$ cat src/rtl/parking_pkg.sv
// Shared types and state encodings for the car-park lane arbiter, its sensor decoder and bench.
package parking_pkg;

  typedef enum logic [1:0] {
    IDLE      = 2'd0,
    GRANT_IN  = 2'd1,
    GRANT_OUT = 2'd2,
    HOLD      = 2'd3
  } lane_state_t;

  typedef enum logic {
    DIR_IN  = 1'b0,
    DIR_OUT = 1'b1
  } dir_t;

  localparam logic [1:0] ST_IDLE      = 2'd0;
  localparam logic [1:0] ST_GRANT_IN  = 2'd1;
  localparam logic [1:0] ST_GRANT_OUT = 2'd2;
  localparam logic [1:0] ST_HOLD      = 2'd3;

endpackage

$ cat src/rtl/parking_grant_timer.sv
// Grant lifetime counter: cleared when a grant starts, counts while a grant is held.
module parking_grant_timer #(
  parameter int unsigned TIMEOUT = 64
) (
  input  logic i_clk,
  input  logic i_rst_n,
  input  logic i_clear,
  input  logic i_enable,
  output logic o_expired
);

  localparam int unsigned TW = $clog2(TIMEOUT);

  logic [TW-1:0] r_timer;

  // Saturates at TIMEOUT-1 so expiry stays asserted until the grant ends.
  always_ff @(posedge i_clk or negedge i_rst_n) begin
    if (!i_rst_n) begin
      r_timer <= '0;
    end else if (i_clear) begin
      r_timer <= '0;
    end else if (i_enable && !o_expired) begin
      r_timer <= r_timer + 1'b1;
    end
  end

  assign o_expired = (r_timer == TW'(TIMEOUT - 1));

endmodule

$ cat src/rtl/parking_lane_arbiter.sv
// Single-lane entry/exit arbiter that owns the occupancy count.
// Optional grant timeout is compiled in when PARKING_TIMEOUT_EN is defined.
module parking_lane_arbiter
  import parking_pkg::*;
#(
  parameter int unsigned CAPACITY = 10,
  parameter int unsigned COUNT_W  = 4,
  parameter int unsigned TIMEOUT  = 64
) (
  input  logic               clk,
  input  logic               reset,
  input  logic               entry_req,
  input  logic               exit_req,
  input  logic               inc_pulse,
  input  logic               dec_pulse,
  output logic               entry_grant,
  output logic               exit_grant,
  output logic [COUNT_W-1:0] count,
  output logic               full,
  output logic               empty,
  output logic               timeout_evt,
  output logic               err_unexpected,
  output logic [1:0]         state_dbg
);

  logic [1:0]         r_state, w_state_nxt;
  logic [COUNT_W-1:0] r_count, w_count_nxt;
  dir_t               r_last_dir, w_last_dir_nxt;
  logic               r_err, w_err_nxt;
  logic               r_timeout_evt, w_timeout_nxt;
  logic               w_entry_elig, w_exit_elig;
  logic               w_grant_start, w_in_grant, w_expired;

  assign w_entry_elig = entry_req && !full;
  assign w_exit_elig  = exit_req && !empty;
  assign w_in_grant   = (r_state == ST_GRANT_IN) || (r_state == ST_GRANT_OUT);

`ifdef PARKING_TIMEOUT_EN
  parking_grant_timer #(
    .TIMEOUT (TIMEOUT)
  ) u_timer (
    .i_clk     (clk),
    .i_rst_n   (reset),
    .i_clear   (w_grant_start),
    .i_enable  (w_in_grant),
    .o_expired (w_expired)
  );
`else
  assign w_expired = 1'b0;
`endif

  always_comb begin
    w_state_nxt    = r_state;
    w_count_nxt    = r_count;
    w_last_dir_nxt = r_last_dir;
    w_err_nxt      = r_err;
    w_timeout_nxt  = 1'b0;
    w_grant_start  = 1'b0;
    case (r_state)
      ST_IDLE: begin
        if (inc_pulse || dec_pulse) w_err_nxt = 1'b1;
        // On a tie, serve the direction opposite the last grant.
        if (w_entry_elig && (!w_exit_elig || r_last_dir == DIR_OUT)) begin
          w_state_nxt    = ST_GRANT_IN;
          w_last_dir_nxt = DIR_IN;
          w_grant_start  = 1'b1;
        end else if (w_exit_elig) begin
          w_state_nxt    = ST_GRANT_OUT;
          w_last_dir_nxt = DIR_OUT;
          w_grant_start  = 1'b1;
        end
      end
      ST_GRANT_IN: begin
        if (dec_pulse) w_err_nxt = 1'b1;
        if (inc_pulse) begin
          if (r_count == COUNT_W'(CAPACITY)) w_err_nxt = 1'b1;
          else w_count_nxt = r_count + 1'b1;
          w_state_nxt = ST_HOLD;
        end else if (w_expired) begin
          w_timeout_nxt = 1'b1;
          w_state_nxt   = ST_HOLD;
        end
      end
      ST_GRANT_OUT: begin
        if (inc_pulse) w_err_nxt = 1'b1;
        if (dec_pulse) begin
          if (r_count == '0) w_err_nxt = 1'b1;
          else w_count_nxt = r_count - 1'b1;
          w_state_nxt = ST_HOLD;
        end else if (w_expired) begin
          w_timeout_nxt = 1'b1;
          w_state_nxt   = ST_HOLD;
        end
      end
      default: begin
        if (inc_pulse || dec_pulse) w_err_nxt = 1'b1;
        w_state_nxt = ST_IDLE;
      end
    endcase
  end

  always_ff @(posedge clk or negedge reset) begin
    if (!reset) begin
      r_state       <= ST_IDLE;
      r_count       <= '0;
      r_last_dir    <= DIR_OUT;
      r_err         <= 1'b0;
      r_timeout_evt <= 1'b0;
    end else begin
      r_state       <= w_state_nxt;
      r_count       <= w_count_nxt;
      r_last_dir    <= w_last_dir_nxt;
      r_err         <= w_err_nxt;
      r_timeout_evt <= w_timeout_nxt;
    end
  end

  assign entry_grant    = (r_state == ST_GRANT_IN);
  assign exit_grant     = (r_state == ST_GRANT_OUT);
  assign count          = r_count;
  assign full           = (r_count == COUNT_W'(CAPACITY));
  assign empty          = (r_count == '0);
  assign timeout_evt    = r_timeout_evt;
  assign err_unexpected = r_err;
  assign state_dbg      = r_state;

endmodule

$ cat config.mk
export PLATFORM = sky130hd
export DESIGN_NAME = parking_lane_arbiter
export DESIGN_NICKNAME = d
export VERILOG_FILES = /design/src/rtl/parking_pkg.sv /design/src/rtl/parking_grant_timer.sv /design/src/rtl/parking_lane_arbiter.sv
export SDC_FILE = /design/constraint.sdc
export NUM_CORES = 1
export LEC_CHECK = 0
export ABC_CLOCK_PERIOD_IN_PS = 2800
export CORE_MARGIN = 1
export CORE_UTILIZATION = 35
export DETAILED_ROUTE_END_ITERATION = 12
export PLACE_DENSITY = 0.74
export SYNTH_ARGS = -nofsm -noshare
export SYNTH_HDL_FRONTEND = slang
export SYNTH_SLANG_ARGS = --single-unit
export TNS_END_PERCENT = 5
$ cat constraint.sdc
create_clock -name clk -period 2.8 [get_ports clk]
set_clock_uncertainty 0.05 [all_clocks]
set_input_delay 0.42 -clock clk [delete_from_list [all_inputs] [get_ports clk]]
set_output_delay 0.42 -clock clk [all_outputs]
set_load 0.01 [all_outputs]
==> metrics, run 1 <==
clk buf depth=2; grt ovf=0; Final Routed Wirelength=1.372 mm; post-synth cell types=33; final setup vio count=0; R2R Setup Slk=between 600 and 700 ps; Synth Net Count=between 70 and 80; placed instance count=~100; Finished Layout Cells=~110; hold crit path type=in -> async; Buf+Inv Stages, Crit Path=2; CP Max Fanout=7; CP top delay family=buffers and inverters; first-pass GRT wire length=between 2 and 2.5 mm; Root Buffer=clkbuf_4; Clock Sinks=8; Starting Density=between 30% and 40%; hpwl dp=1.073 mm; final period utilization=84.92%; critical path's slowest cell=or4_4; post-route DRC violation count=0; Final Max Tran Viols=0; Die Ht=44.41 um; area delta synth->final=33.20%; # fillers=roughly 150; Hold Slack=between 300 and 400 ps; Max Cap Viol=0; fmax=between 0.4 and 0.5 GHz; Iter 0 DRT Violations=6; nets=95; initial antenna violation count=0; Final WS setup=between 400 and 500 ps; drt first pass iters=4; maximum VDD drop=just over 600 uV; Post-CTS Setup Inserts=0; overall power=approximately 1.1 mW; die footprint=about 2000 um2; Critical Path End=empty; gr usage total=14.99%; worst r2r path cells=7; LEAKAGE=around 0.36 nW; vias in the first global route=471; Post-CTS Resized=0; RSZ-0062 raised after global routing=no; routability cong.=around 0.81; setup_tns=0 ps; FF-to-FF Start=state_dbg[0]; Cell Area, Placed=812.0 um2; Ys Warns=0; final core utilization=52.59%; ys async rst share=100.0%; Mapped Cells=62; via count=approximately 530; Synth area leader=dfrtp_1; H-tree level count=1; Avg Cell Area, Syn=10.15 um2; fin crit period=about 2400 ps; Power Internal=just over 0.6 mW; Worst Setup SP=count[0]; CP Data Required Time=between 2000 and 2500 ps; Post-synth EDFFs=0; Post-Place Worst Slack=between 600 and 700 ps; CTS clk-pin slew, worst paths=60 ps; worst r2r dst=count[3]; core footprint=~1600 um2; Seq/Total Area, Yosys=between 30% and 40%; crit end category=output pin; sw frac=44.13%; worst-skew pair later-pin latency=260 ps; NetSw=between 0.4 and 0.5 mW; post-synth top area share=about 28%; Fin. Hold Viols=0; Startpoint Class=flip-flop; largest net degree at the start of global routing=9; PortBufs=16; share of layout cells above drive strength 1=13.58%; TritonCTS clock tree=yes; clock share of power=under 10%; Worst Path Arrival=around 1900 ps; critical path class=reg -> out; Main synth FF type=dfrtp_1; Detail Route Antenna Nets=0; Max stage delay on crit path=~600 ps; drt wl/cell=between 10 and 15 um; row count=14; # hold bufs at CTS=0; Num CTS Buffers=3; PwrDens=between 1000 and 1500 nW/um2; Via-to-Cell Ratio=5.029; worst-path cell chain=or4_4 > inv_1 > clkdlybuf4s50_1; Logic pwr share=about two thirds; IO Count=18; Critical Path Stages=3; Antenna diodes=0; FF+latch count, synth=8; synth top area cells=dfrtp_1 (28%), ha_1 (12%), inv_1 (5.4%); fin area=around 840 um2; Die X=approximately 44 um; Syn Std Cell Area=between 600 and 700 um2; status=finished clean; sequential share of power=24.9%
==> worst register-to-register path: stages, from the launching register on <==
cell,delay (ps)
dfrtp_1,420
inv_1,80
ha_1,300
ha_1,370
a21oi_1,180
a21oi_1,100
nor4_1,370
xor2_1,210
==> synth_stat cells (2+ instances only) <==
cell / count
inv_1: 9
dfrtp_1: 7
ha_1: 6
a21oi_1: 4
o21ai_1: 4
and3_1: 2
nand2_1: 2
o21ai_0: 2
xor2_1: 2
==> power by group through the flow <==
stage | clock [mW] | sequential, mW | combinational [mW]
floorplan | 0 | 0.283 | 0.459
detailed placement | 0 | 0.276 | 0.731
global placement | 0 | 0.270 | 0.719
finish | 0.0974 | 0.274 | 0.730
CTS | 0.101 | 0.274 | 0.740
global route | 0.106 | 0.283 | 0.800
==> kinds of logic (layout without fill, tap and decap cells) <==
logic type                 Yosys count  count (layout)  share of synthesized area [%]
buffers and inverters               10              29                          6.561
xor gates and xnor gates             3               3                          4.176
adders and majority gates            7               7                          15.11
and+or+nand+nor                     10              10                          11.33
muxes                                2               2                          5.367
AOI/OAI and AO/OA                   21              21                          24.85
other                                1               1                         0.5958
DFF                                  8               8                          32.01
==> registers in the layout, summed over array words and instances, names as in the netlist <==
name and count:
count 4, state_dbg 2, err_unexpected 1, r_last_dir 1
==> placed cells by master (no fill, tap or decap), drive strengths merged <==
master and count:
nor4 1, a21oi 4, o2bb2ai 1, o32ai 1, o221ai 1, a211oi 1
conb 1, o21a 1, a21boi 1, or2 1, inv 9, mux2i 1
clkdlybuf4s50 16, o2111ai 1, o211ai 1, nand2 2, nand4bb 1, dfstp 1
nand3 1, a311o 1, a31o 1, clkbuf 4, o41ai 1, and3 2
dfrtp 7, xnor2 1, ha 6, nand2b 1, o21ai 6, or4 1
xor2 2, fa 1, mux2 1
==> layer usage <==
layer	global-route usage (%)	vias to the layer above	part of all wire [%]	routed length, um
li1	-	265	-	-
met1	21.08	242	46	637
met2	22.65	16	47	647
met3	2.041	5	4.2	58
met4	7.273	0	2.1	29
met5	0	-	0	0
==> how the worst min path moves through the flow <==
stage,startpoint,end,slack [ps],depth (start not counted)
global route,reset,count[3],410,1
detailed placement,r_last_dir,r_last_dir,490,1
CTS,reset,count[3],400,1
floorplan,reset,count[0],70,0
finish,reset,count[3],390,1
global placement,r_last_dir,r_last_dir,490,1
==> cell type report <==
cell class,count,area [um2],area share (%)
tap,24,30.03,3.582
sequential,8,201.4,24.03
inverter,9,33.78,4.030
multi-input combinational,44,386.6,46.12
clock buffer,4,26.28,3.134
timing repair buffer,16,160.2,19.10
Note: power is estimated with default switching activity, not from simulation.
==> inputs of run 2 (changes only) <==
--- a/config.mk
+++ b/config.mk
@@ -5,11 +5,11 @@
 export SDC_FILE = /design/constraint.sdc
 export NUM_CORES = 1
 export LEC_CHECK = 0
-export ABC_CLOCK_PERIOD_IN_PS = 2800
+export ABC_CLOCK_PERIOD_IN_PS = 2100
 export CORE_MARGIN = 1
 export CORE_UTILIZATION = 35
 export DETAILED_ROUTE_END_ITERATION = 12
-export PLACE_DENSITY = 0.74
+export PLACE_DENSITY = 0.76
 export SYNTH_ARGS = -nofsm -noshare
 export SYNTH_HDL_FRONTEND = slang
 export SYNTH_SLANG_ARGS = --single-unit
==> constraint.sdc (replaced) <==
create_clock -name clk -period 2.1 [get_ports clk]
set_clock_uncertainty 0.05 [all_clocks]
set_input_delay 0.315 -clock clk [delete_from_list [all_inputs] [get_ports clk]]
set_output_delay 0.315 -clock clk [all_outputs]
set_load 0.01 [all_outputs]
==> run 2 against run 1 <==
Routed wire length is 14% higher. Design area is 4.9% higher. Die area stayed put. Power is 42% higher. Sequential share of layout area is 1.1 points lower. Worst setup slack worse by 370 ps. Worst hold slack worse by 89 ps. First-iteration DRC count grew to 3.5 times the previous value. Flip-flop and latch count stayed put. Sequential power is 15% higher. Critical path depth is 1 higher. Largest power group unchanged. Via count is 11% higher.
==> metrics, run 2 (synthesized netlist as in run 1, its figures left out) <==
vias in the first global route=approximately 550; H-tree level count=1; CP Max Fanout=5; area delta synth->final=39.76%; Reg area=between 200 and 250 um2; Antenna diodes=0; fin area=between 800 and 900 um2; Fin. Hold Viols=0; PwrDens=roughly 1800 nW/um2; Cell Area, Placed=about 850 um2; hold crit path type=in -> async; fmax=around 0.49 GHz; RSZ-0062 raised after global routing=no; FF-to-FF Start=state_dbg[0]; LEAKAGE=slightly below 0.4 nW; Starting Density=between 30% and 40%; initial antenna violation count=0; status=finished clean; # fillers=roughly 140; CP Data Required Time=about 1700 ps; critical path's slowest cell=clkdlybuf4s50_1; row count=14; TritonCTS clock tree=yes; Max stage delay on crit path=about 530 ps; share of layout cells above drive strength 1=20.93%; Final Routed Wirelength=1.563 mm; maximum VDD drop=between 600 and 700 uV; Detail Route Antenna Nets=0; final period utilization=roughly 97%; Buf+Inv Stages, Crit Path=3; hpwl dp=approximately 1.2 mm; Startpoint Class=flip-flop; Final Max Tran Viols=0; IO Count=18; nets=100; CTS clk-pin slew, worst paths=approximately 60 ps; most common cell after layout, fill and taps aside=clkdlybuf4s50_1; post-route DRC violation count=0; Die Ht=44.41 um; PortBufs=16; first-pass GRT wire length=about 2.6 mm; fin crit period=between 2000 and 2500 ps; critical path class=reg -> out; clk buf depth=2; Worst Path Arrival=1680 ps; most frequent cells in the layout=clkdlybuf4s50_1 (15), inv_1 (9), dfrtp_1 (7), buf_4 (5); largest net degree at the start of global routing=9; drt first pass iters=4; routability cong.=between 0.8 and 0.9; drt wl/cell=14.21 um; Worst Setup SP=count[2]; setup_tns=0 ps; Num CTS Buffers=3; core footprint=around 1600 um2; Clock Sinks=8; worst-skew pair later-pin latency=250 ps; grt ovf=0; Iter 0 DRT Violations=21; die footprint=slightly below 2000 um2; Final WS setup=56.99 ps; Die X=44.41 um; Post-Place Worst Slack=between 30 and 40 ps; crit end category=output pin; CP top delay family=buffers and inverters; Root Buffer=clkbuf_4; Via-to-Cell Ratio=between 5 and 6; Max Cap Viol=0; via count=585; worst-path cell chain=buf_4 > nand4bb_2 > inv_1 > clkdlybuf4s50_1; final setup vio count=0; overall power=approximately 1.6 mW; Post-CTS Setup Inserts=0; max reg flops=4; area of the multi-input gates=approximately 390 um2; gr usage total=19.06%
run 2: changes by cell type in the layout (fill, tap and decap cells not counted):
cell / change
buf_4: +5
ha_1: -2
ha_2: +2
clkdlybuf4s50_1: -1
dlygate4sd2_1: +1
run 2: per-layer routing:
| layer | GRT usage, % | vias to the layer above | part of all wire (%) |
|---|---|---|---|
| li1 | - | 278 | - |
| met1 | 26.41 | 277 | 47 |
| met2 | 26.76 | 26 | 45 |
| met3 | 4.490 | 4 | 5.2 |
| met4 | 11.52 | 0 | 1.9 |
| met5 | 0 | - | 0 |
run 2: repair_timing:
action | CTS | global route
setup endpoints to repair | 1 | 5
pin swaps | 0 | 1
resized for setup | 1 | 2
hold buffers | 0 | 0
run 2: worst register-to-register path, cell delays in order (launching register included):
cell and delay, ps:
dfrtp_1 430, inv_1 90, ha_2 240, ha_1 350, a21oi_1 100, and3_1 190, nor4_1 280, xor2_1 190
run 2: area by class of cell:
cell class	instances	share of cell area (%)
clock buffers	4	2.987
inverters	9	3.841
repair buffers	21	22.33
multi-input cells	44	44.52
flip-flops and latches	8	22.90
well taps	24	3.414
run 2: final timing paths:
path                            depth (start not counted)  slack, ps         end
worst max-delay path                                    4         60        full
worst min-delay path                                    1        300    count[2]
worst max register to register                          7        100    count[3]
worst min register to register                          1        500  r_last_dir
max in group asynchronous                               1       1390  r_last_dir
min in group clk                                        1        500  r_last_dir
run 2: through the flow:
stage	instances	utilization (%)	hold slack [ps]
2_1_floorplan	62	-	-30.59
3_3_place_gp	106	53.30	485.8
3_5_place_dp	106	53.30	497.9
4_1_cts	110	54.87	309.9
5_1_grt	110	55.18	323.3
6_report	110	55.18	297.4
run 2: where the power goes:
group          internal [mW]  switching, mW  total, mW
registers              0.249         0.0665      0.315
clock network         0.0729         0.0554      0.128
logic                  0.559          0.556       1.12
==> inputs of run 3 (changes only) <==
--- a/config.mk
+++ b/config.mk
@@ -6,10 +6,13 @@
 export NUM_CORES = 1
 export LEC_CHECK = 0
 export ABC_CLOCK_PERIOD_IN_PS = 2100
+export CELL_PAD_IN_SITES_DETAIL_PLACEMENT = 1
+export CELL_PAD_IN_SITES_GLOBAL_PLACEMENT = 2
+export CORE_ASPECT_RATIO = 0.7
 export CORE_MARGIN = 1
-export CORE_UTILIZATION = 35
+export CORE_UTILIZATION = 25
 export DETAILED_ROUTE_END_ITERATION = 12
-export PLACE_DENSITY = 0.76
+export PLACE_DENSITY = 0.85
 export SYNTH_ARGS = -nofsm -noshare
 export SYNTH_HDL_FRONTEND = slang
 export SYNTH_SLANG_ARGS = --single-unit
==> run 3 against run 2 <==
Die area rose by 38%. Clock-buffer cell count unchanged. Clock power increased by 13%. Largest cell class unchanged. Critical endpoint is now entry_grant. Flip-flop and latch count is the same. Sequential share of layout area decreased by 0.57 points. Worst setup slack improved by 27 ps. Routed wire length increased by 26%. Combinational power is 4% higher. Non-clock buffer count decreased by 1.
==> metrics, run 3 (synthesized netlist as in run 1, its figures left out) <==
Clock Sinks=8; Max Cap Viol=0; Via-to-Cell Ratio=between 4 and 5; max reg flops=4; CTS clk-pin slew, worst paths=about 80 ps; Iter 0 DRT Violations=20; vias in the first global route=640; TritonCTS clock tree=yes; # hold bufs at CTS=0; IO Count=18; area of the multi-input gates=a little over 400 um2; worst-skew pair later-pin latency=approximately 280 ps; clock share of power=under 10%; drt wl/cell=around 17 um; PortBufs=16; clk buf depth=2; Slew headroom=around two thirds; most frequent cells in the layout=clkdlybuf4s50_1 (15), inv_1 (9), dfrtp_1 (7); status=finished clean; H-tree level count=1; NetSw=around 0.75 mW; Root Buffer=clkbuf_4; Die Ht=~44 um; first-pass GRT wire length=about 3.3 mm; Fin. Hold Viols=0; post-route DRC violation count=0; largest net degree at the start of global routing=9; Startpoint Class=flip-flop; via count=~570; top layer in use=met4; Num CTS Buffers=3; CP Data Required Time=1740 ps; Power Internal=a little under 0.9 mW; critical path class=reg -> out; drt first pass iters=4; Logic pwr share=a little under three quarters; gr usage total=between 10% and 20%; CP Max Fanout=5; final core utilization=between 30% and 40%; Final Routed Wirelength=~2 mm; RSZ-0062 raised after global routing=no; overall power=between 1.5 and 2 mW; initial antenna violation count=0; Worst Path Arrival=approximately 1700 ps; sequential share of power=just over 20%; maximum VDD drop=about 530 uV; share of layout cells above drive strength 1=22.35%; hpwl dp=between 1 and 1.5 mm; most common cell after layout, fill and taps aside=clkdlybuf4s50_1; final period utilization=between 90 and 100%; worst-path cell chain=inv_1 > ha_2 > clkdlybuf4s50_1; Detail Route Antenna Nets=0; area delta synth->final=43.34%; wire length on met3=between 100 and 150 um; fmax=approximately 0.50 GHz; row count=14; Met2 Wirelength=approximately 840 um; Final Max Tran Viols=0; grt ovf=0; setup_tns=0 ps; routability cong.=approximately 0.8; PwrDens=~1800 nW/um2; measured slew at the worst slew-check pin=roughly 520 ps; Die X=around 62 um; nets=99; die footprint=2725 um2; core footprint=2260 um2; critical path's slowest cell=clkdlybuf4s50_1; sw frac=roughly 46%; Max stage delay on crit path=around 560 ps; LEAKAGE=between 0.3 and 0.4 nW; Post-Route M1 WL=986 um; Starting Density=between 20% and 30%; final setup vio count=0; hold crit path type=in -> async; Antenna diodes=0; crit end category=output pin; fin crit period=~2000 ps; # fillers=247; Reg area=roughly 200 um2
-- run 3: cell types whose count changed in the layout (fill, tap and decap cells not counted) --
cell	change
a21oi_1	-1
a21oi_2	+1
buf_4	-1
ha_2	-1
ha_4	+1
nor4_1	-1
nor4_2	+1
-- run 3: final timing paths --
check / slack [ps] / cells after the start / endpoint / start
max in group asynchronous: 1370 / 1 / r_last_dir / reset
max reg2reg: 180 / 7 / count[3] / state_dbg[0]
max: 80 / 3 / entry_grant / state_dbg[1]
min: 280 / 1 / err_unexpected / reset
min in group clk: 500 / 1 / r_last_dir / r_last_dir
min reg2reg: 500 / 1 / r_last_dir / r_last_dir
-- run 3: power groups by stage --
| stage | Combinational [mW] | Clock, mW | Sequential (mW) |
|---|---|---|---|
| finish | 1.16 | 0.144 | 0.330 |
| global route | 1.28 | 0.158 | 0.343 |
| CTS | 1.13 | 0.150 | 0.326 |
| detailed placement | 1.11 | 0 | 0.329 |
| global placement | 1.09 | 0 | 0.322 |
| floorplan | 0.612 | 0 | 0.377 |
-- run 3: area by class of cell --
cell class	count	share of cell area (%)
tap	32	4.438
timing repair buffer	20	20.94
clock buffer	4	2.913
inverter	9	3.745
sequential	8	22.33
multi-input combinational	44	45.63
-- run 3: per-layer routing --
| metal | track usage [%] | up-vias |
|---|---|---|
| met1 | 25.00 | 277 |
| met5 | 0 | - |
| met4 | 4.000 | 0 |
| met3 | 7.463 | 2 |
| li1 | - | 275 |
| met2 | 26.38 | 18 |
-- run 3: through the flow --
stage          hold WS, ps  instance area (um2)  setup WS (ps)  cells
6_report             277.6                902.1          84.43    117
5_1_grt              292.9                902.1          13.67    117
4_1_cts              287.6                885.9          61.01    117
3_5_place_dp         494.0                852.1          31.78    113
3_3_place_gp         488.6                852.1          110.2    113
2_1_floorplan       -30.59                629.4          147.5     62
-- run 3: timing repair --
action,CTS,global route
resized for setup,3,3
setup endpoints to repair,3,3
setup buffers,0,0
-- run 3: critical path: cells and delay by family, from the launching register on --
| kind | cells | cell delay, ps |
|---|---|---|
| buf+inv | 2 | 680 |
| flops | 1 | 450 |
| fa+ha+maj | 1 | 260 |
